### config.mk
export PLATFORM = sky130hd
export DESIGN_NAME = disp_scan_driver_flat
export DESIGN_NICKNAME = d
export VERILOG_FILES = /design/src/rtl/disp_pkg.sv /design/src/rtl/disp_scan_driver_if.sv /design/src/rtl/hex_to_seg7.sv /design/src/rtl/disp_scan_driver.sv /design/src/flat_wrapper.sv
export SDC_FILE = /design/constraint.sdc
export NUM_CORES = 1
export LEC_CHECK = 0
export CORE_MARGIN = 1
export CORE_UTILIZATION = 45
export DETAILED_ROUTE_END_ITERATION = 12
export PLACE_DENSITY_LB_ADDON = 0.1
export RECOVER_POWER = 50
export SYNTH_ARGS = -nofsm -noshare
export SYNTH_HDL_FRONTEND = slang
export SYNTH_SLANG_ARGS = --single-unit
### constraint.sdc
create_clock -name clock -period 2.79 [get_ports clock]
set_clock_uncertainty 0.05 [all_clocks]
set_input_delay 0.837 -clock clock [delete_from_list [all_inputs] [get_ports clock]]
set_output_delay 0.837 -clock clock [all_outputs]
set_load 0.05 [all_outputs]
### src/rtl/disp_pkg.sv
// Shared definitions for the seven-segment scan driver.
//   SEG7_HEX   : active-low {g,f,e,d,c,b,a} glyphs for hex digits 0..F
//   MAX_DIGITS : number of anodes on the board display
//   disp_state_e : scan FSM states
package disp_pkg;

   localparam int unsigned MAX_DIGITS = 8;

   localparam logic [6:0] SEG7_HEX [16] = '{
      7'b1000000, 7'b1111001, 7'b0100100, 7'b0110000,
      7'b0011001, 7'b0010010, 7'b0000010, 7'b1111000,
      7'b0000000, 7'b0010000, 7'b0001000, 7'b0000011,
      7'b1000110, 7'b0100001, 7'b0000110, 7'b0001110
   };

   typedef enum logic [1:0] {
      StIdle,
      StLoad,
      StBlank,
      StShow
   } disp_state_e;

endpackage

### src/rtl/disp_scan_driver_if.sv
// Display bus from the register file to the scan driver.
//   disp_data : seven 4-bit nibbles, digit 0 at bits [3:0]
//   enable    : 1 = scan, 0 = display dark
//   lz_blank  : 1 = suppress leading zeros
// master = register-file side (drives), slave = scan driver (reads).
interface disp_scan_driver_if;

   logic [27:0] disp_data;
   logic        enable;
   logic        lz_blank;

   modport master (output disp_data, output enable, output lz_blank);
   modport slave  (input disp_data, input enable, input lz_blank);

endinterface

### src/rtl/hex_to_seg7.sv
// Combinational hex-to-seven-segment decoder.
//   nibble : 4-bit hex value
//   seg_n  : active-low cathodes {g,f,e,d,c,b,a}
module hex_to_seg7
   import disp_pkg::*;
(
   input  logic [3:0] nibble,
   output logic [6:0] seg_n
);

   assign seg_n = SEG7_HEX[nibble];

endmodule

### src/rtl/disp_scan_driver.sv
// Time-multiplexed seven-segment driver. Snapshots the display bus once per
// frame, then scans each digit with a blank gap at the start of every slot.
//   clock      : system clock, rising edge
//   reset_n    : asynchronous active-low reset
//   bus        : display bus (slave modport): disp_data, enable, lz_blank
//   seg_n      : cathodes, active low, {g,f,e,d,c,b,a}
//   dp_n       : decimal point, active low, tied off
//   an_n       : anodes, active low, one-hot-low when lit
//   frame_tick : one-cycle pulse on each snapshot load
module disp_scan_driver
   import disp_pkg::*;
#(
   parameter int unsigned NUM_DIGITS   = 7,
   parameter int unsigned SCAN_DIV     = 16384,
   parameter int unsigned BLANK_CYCLES = 512
) (
   input  logic                      clock,
   input  logic                      reset_n,
   disp_scan_driver_if.slave         bus,
   output logic [6:0]                seg_n,
   output logic                      dp_n,
   output logic [MAX_DIGITS-1:0]     an_n,
   output logic                      frame_tick
);

   localparam int unsigned TICK_W = (SCAN_DIV > 1) ? $clog2(SCAN_DIV) : 1;
   localparam logic [TICK_W-1:0] TICK_LAST  = TICK_W'(SCAN_DIV - 1);
   localparam logic [2:0]        DIGIT_LAST = 3'(NUM_DIGITS - 1);

   disp_state_e          state_q, state_d;
   logic [TICK_W-1:0]    tick_q, tick_d;
   logic [2:0]           digit_q, digit_d;
   logic [27:0]          snap_q;
   logic                 load_snap;
   logic [6:0]           seg_q, seg_d;
   logic [MAX_DIGITS-1:0] an_q, an_d;

   // ---------------------------------------------------------------------
   // Scan FSM and counters
   // ---------------------------------------------------------------------
   always_comb begin
      state_d   = state_q;
      tick_d    = tick_q;
      digit_d   = digit_q;
      load_snap = 1'b0;

      unique case (state_q)
         StIdle: begin
            tick_d  = '0;
            digit_d = '0;
            state_d = StLoad;
         end
         StLoad: begin
            // The load cycle is tick 0 of the digit-0 slot.
            load_snap = 1'b1;
            digit_d   = '0;
            tick_d    = TICK_W'(1);
            state_d   = (32'(tick_d) < BLANK_CYCLES) ? StBlank : StShow;
         end
         StBlank, StShow: begin
            if (tick_q == TICK_LAST) begin
               tick_d = '0;
               if (digit_q == DIGIT_LAST) begin
                  digit_d = '0;
                  state_d = StLoad;
               end else begin
                  digit_d = 3'(digit_q + 3'd1);
                  state_d = (BLANK_CYCLES > 0) ? StBlank : StShow;
               end
            end else begin
               tick_d  = TICK_W'(tick_q + TICK_W'(1));
               state_d = (32'(tick_d) < BLANK_CYCLES) ? StBlank : StShow;
            end
         end
         default: state_d = StIdle;
      endcase

      // Disabling overrides everything and parks the scan.
      if (!bus.enable) begin
         state_d   = StIdle;
         tick_d    = '0;
         digit_d   = '0;
         load_snap = 1'b0;
      end
   end

   always_ff @(posedge clock or negedge reset_n) begin
      if (!reset_n) begin
         state_q <= StIdle;
         tick_q  <= '0;
         digit_q <= '0;
         snap_q  <= '0;
      end else begin
         state_q <= state_d;
         tick_q  <= tick_d;
         digit_q <= digit_d;
         if (load_snap) snap_q <= bus.disp_data;
      end
   end

   assign frame_tick = load_snap;

   // ---------------------------------------------------------------------
   // Leading-zero mask: digit k blanks when every nibble at or above k is 0
   // ---------------------------------------------------------------------
   logic [4*MAX_DIGITS-1:0] snap_ext;
   logic [MAX_DIGITS-1:0]   lz_mask;
   logic                    zero_above;

   // Unused top nibble reads as zero so an 8-digit scan stays in range.
   assign snap_ext = {{(4*MAX_DIGITS-28){1'b0}}, snap_q};

   always_comb begin
      lz_mask    = '0;
      zero_above = 1'b1;
      for (int k = int'(MAX_DIGITS) - 1; k >= 0; k--) begin
         zero_above = zero_above & (snap_ext[4*k +: 4] == 4'h0);
         lz_mask[k] = zero_above & (k != 0);
      end
   end

   // ---------------------------------------------------------------------
   // Registered display outputs (one clock behind the counters)
   // ---------------------------------------------------------------------
   logic [3:0] cur_nibble;
   logic [6:0] cur_glyph;

   assign cur_nibble = snap_ext[4*digit_q +: 4];

   hex_to_seg7 u_hex_to_seg7 (
      .nibble (cur_nibble),
      .seg_n  (cur_glyph)
   );

   always_comb begin
      an_d  = '1;
      seg_d = 7'h7F;
      if (bus.enable && (state_q == StShow)) begin
         an_d[digit_q] = 1'b0;
         seg_d         = (bus.lz_blank && lz_mask[digit_q]) ? 7'h7F : cur_glyph;
      end
   end

   always_ff @(posedge clock or negedge reset_n) begin
      if (!reset_n) begin
         an_q  <= '1;
         seg_q <= 7'h7F;
      end else begin
         an_q  <= an_d;
         seg_q <= seg_d;
      end
   end

   assign an_n  = an_q;
   assign seg_n = seg_q;
   assign dp_n  = 1'b1;

endmodule

### src/flat_wrapper.sv
// flat-port wrapper written by rule: the top's interface ports become plain ports
module disp_scan_driver_flat import disp_pkg::*;
#(
   parameter int unsigned NUM_DIGITS   = 7,
   parameter int unsigned SCAN_DIV     = 16384,
   parameter int unsigned BLANK_CYCLES = 512
)
  (clock, reset_n, seg_n, dp_n, an_n, frame_tick, bus_disp_data, bus_enable, bus_lz_blank);
  disp_scan_driver_if bus_i ();
  input  logic clock;
  input  logic reset_n;
  output logic [6:0] seg_n;
  output logic dp_n;
  output logic [MAX_DIGITS-1:0] an_n;
  output logic frame_tick;
  input wire logic [$bits(bus_i.disp_data)-1:0] bus_disp_data;
  input wire logic [$bits(bus_i.enable)-1:0] bus_enable;
  input wire logic [$bits(bus_i.lz_blank)-1:0] bus_lz_blank;
  assign bus_i.disp_data = bus_disp_data;
  assign bus_i.enable = bus_enable;
  assign bus_i.lz_blank = bus_lz_blank;
  disp_scan_driver #(.NUM_DIGITS(NUM_DIGITS), .SCAN_DIV(SCAN_DIV), .BLANK_CYCLES(BLANK_CYCLES)) u_core (.clock(clock), .reset_n(reset_n), .bus(bus_i), .seg_n(seg_n), .dp_n(dp_n), .an_n(an_n), .frame_tick(frame_tick));
endmodule
==> impl_metrics.toml <==
[critical_path]
crit_path_end = "frame_tick"
path_cells = "clkdlybuf4s50_1, nand3b_1, inv_1, buf_12"
r2r-start = "u_core.digit_q[2]"
cp-start-kind = "input pin"
slowest_stage = "clkdlybuf4s50_1"
rrSetupSlack_ns = 0.43
cp_max_fo = 2
startpoint = "bus_enable"
crit_arrival_ns = 1.83
required_ns = 1.90
r2r_cells = 7
critical_path_class = "in2out"
slowest_delay_ns = 0.50
regToRegEndpoint = "u_core.seg_n[3]"
crit_path_end_kind = "output pin"

[power]
leakagePower_nw = 1.703
p_total_mw = 2.895
powerDensity_nw_per_um2 = 731.5
vdd_drop_max_mv = 0.3772

[clocking]
cts_buffers = 9
cts_tree = "yes"
clock_latency_ns = 0.35
postCtsHoldBufs = 0
post_cts_buffers = 0
clockBufferDepth = 2
htreeDepth = 3
cts_root_buffer = "clkbuf_8"
clk_pin_slew_worst_paths_ns = 0.07
cts_resized = 0
clock_sinks = 62

[global_route]
grt_max_degree = 35
overflow = 0
antenna_found_initial = 0
grt_pass1_wl_mm = 11.39
grt_pass1_vias = 2380
grt.total_usage_pct = 19.94

[floorplan]
die_area_um2 = 7425
die_y_um = 86.17
initial_utilization_pct = 46.67
ioPinCount = 49
die_x_um = 86.17
rows = 30
core_um2 = 6832

[sta]
tightest_slew_ns = 1.574
final_max_slew_viol_count = 29
setup_tns_ns = 0
hold_viol = 0
timing.fmax_mhz = 368.3
period_needed_ns = 2.715
max-slew-margin-rel_pct = -4.927
worst_slack_ns = 0.07468
rsz0062_at_grt = "no"
setup_viol = 0
finalCritPeriodShare_pct = 97.32

[hold_path]
hold_path.class = "reg2reg"
worst_hold_path.num_cells = 2
hold_start = "u_core.snap_q[0]"

[logic_synthesis]
yosysTopAreaCellShare_pct = 36.89
yosysTopAreaCell = "dfrtp_1"
ys_ff_latch = 62
synth_top_cells_by_area = "dfrtp_1, dfstp_2, nand2_1, nand3_1, nor2_1"
synth_edf_count = 0
yosysWarnings = 0
synth_top_flop_cell = "dfrtp_1"
ys_types = 55
avgSynthCellArea_um2 = 9.214
yosysSeqAreaShare_pct = 49.25
syn_area_um2 = 3188
synthArstFlopShare_pct = 100.0
synthCells = 346
syn-num-nets = 385

[layout]
layout_commonest_cell = "nand2_1"
final.fill_count = 658
drive_above_1_share_pct = 14.75
n_antenna_cell = 0
area_delta_synth_final_pct = 24.14
final_area_um2 = 3958
multiInputGateArea_um2 = 1489
layout_common_cells = "nand2_1, dfrtp_1, clkdlybuf4s50_1"
nets = 434
ff_latch_area_um2 = 1572

[detailed_routing]
detailroute.via_count = 2501
drc = 0
avgRoutedWirePerCell_um = 13.10
first_iter_violations = 66
antenna_left = 0
dr.pass1.iters = 4
routed_wl_mm = 6.497
viasPerCell = 5.042

[placement]
dp_slack_ns = 0.1002
place_area_um2 = 3761
port_buffers = 47
hpwlAfterDp_mm = 4.647
gp_congestion = 0.9092

[status]
failed_checks = "capacitance limit, slew limit"
status = "finished, violations left"

[run]
cap_violations = 1
-- report_power, final --
group | switching [mW] | internal, mW
Sequential | 0.183 | 1.11
Clock | 0.345 | 0.457
Combinational | 0.452 | 0.353
Total | 0.980 | 1.92
-- sequential cells by signal (all words and copies together), names as in the netlist --
name            flops
u_core.an_n         8
u_core.digit_q      3
u_core.seg_n        7
u_core.snap_q      28
u_core.state_q      2
u_core.tick_q      14
-- per-stage QoR --
step	cells	util, %	hold slack (ns)
after floorplan	346	-	0.3858
after global placement	480	55.05	0.4140
after detailed placement	480	55.05	0.4209
after CTS	496	57.99	0.4371
after global routing	496	57.93	0.4700
final	496	57.93	0.4352
-- cells in the mapped netlist, types with 2 or more instances --
cell	number
inv_1	9
o2111ai_4	2
nor4_1	7
nor3_1	6
o21ai_0	6
o21ai_2	2
nand3_1	20
nor2b_1	2
nand3b_1	4
mux2i_1	4
buf_4	3
nor2_1	25
nand2_1	105
mux2_2	5
xor2_1	7
a21oi_1	7
o211ai_1	5
xnor2_1	5
buf_6	2
nand4b_1	2
mux2_4	2
a21oi_2	2
dfstp_2	15
ha_1	7
nand4_1	4
buf_2	4
and3_1	2
a211oi_1	3
clkbuf_1	7
dfrtp_1	47
-- critical path: cells and delay by family --
kind	cells	cell delay (ns)
buf+inv	3	0.82
simple gates	1	0.17
-- layer usage --
layer  global-route usage (%)  wire length [um]  part of all wire (%)
met5                        0                 0                     0
met4                    7.273                75                   1.2
met3                    4.571               244                   3.8
met2                    29.94              3014                    46
met1                    28.35              3163                    49
-- cell type report --
class / count / share of cell area, %
Inverter: 9 / 0.8536
Clock buffer: 12 / 3.920
Multi-Input combinational cell: 258 / 37.62
Tap cell: 96 / 3.035
Sequential cell: 62 / 39.71
Clock inverter: 4 / 1.138
Timing Repair Buffer: 55 / 13.72
-- logic make-up (layout without fill, tap and decap cells) --
kind of cell / Yosys count / count (layout) / share of synthesized area (%)
compound gates: 40 / 40 / 10.24
xor+xnor: 12 / 12 / 3.297
fa+ha+maj: 7 / 7 / 2.747
buf+inv: 26 / 80 / 4.042
flops: 62 / 62 / 49.25
mux: 11 / 11 / 3.964
other cells: 1 / 1 / 0.1176
simple gates: 187 / 187 / 26.34
-- how the worst min path moves through the flow --
stage                             to  slack [ns]
global placement    u_core.snap_q[3]        0.41
CTS                 u_core.snap_q[0]        0.44
floorplan           u_core.snap_q[3]        0.39
detailed placement  u_core.snap_q[0]        0.42
finish              u_core.snap_q[0]        0.44
global route        u_core.snap_q[0]        0.47
(Power assumes the default switching activity.)
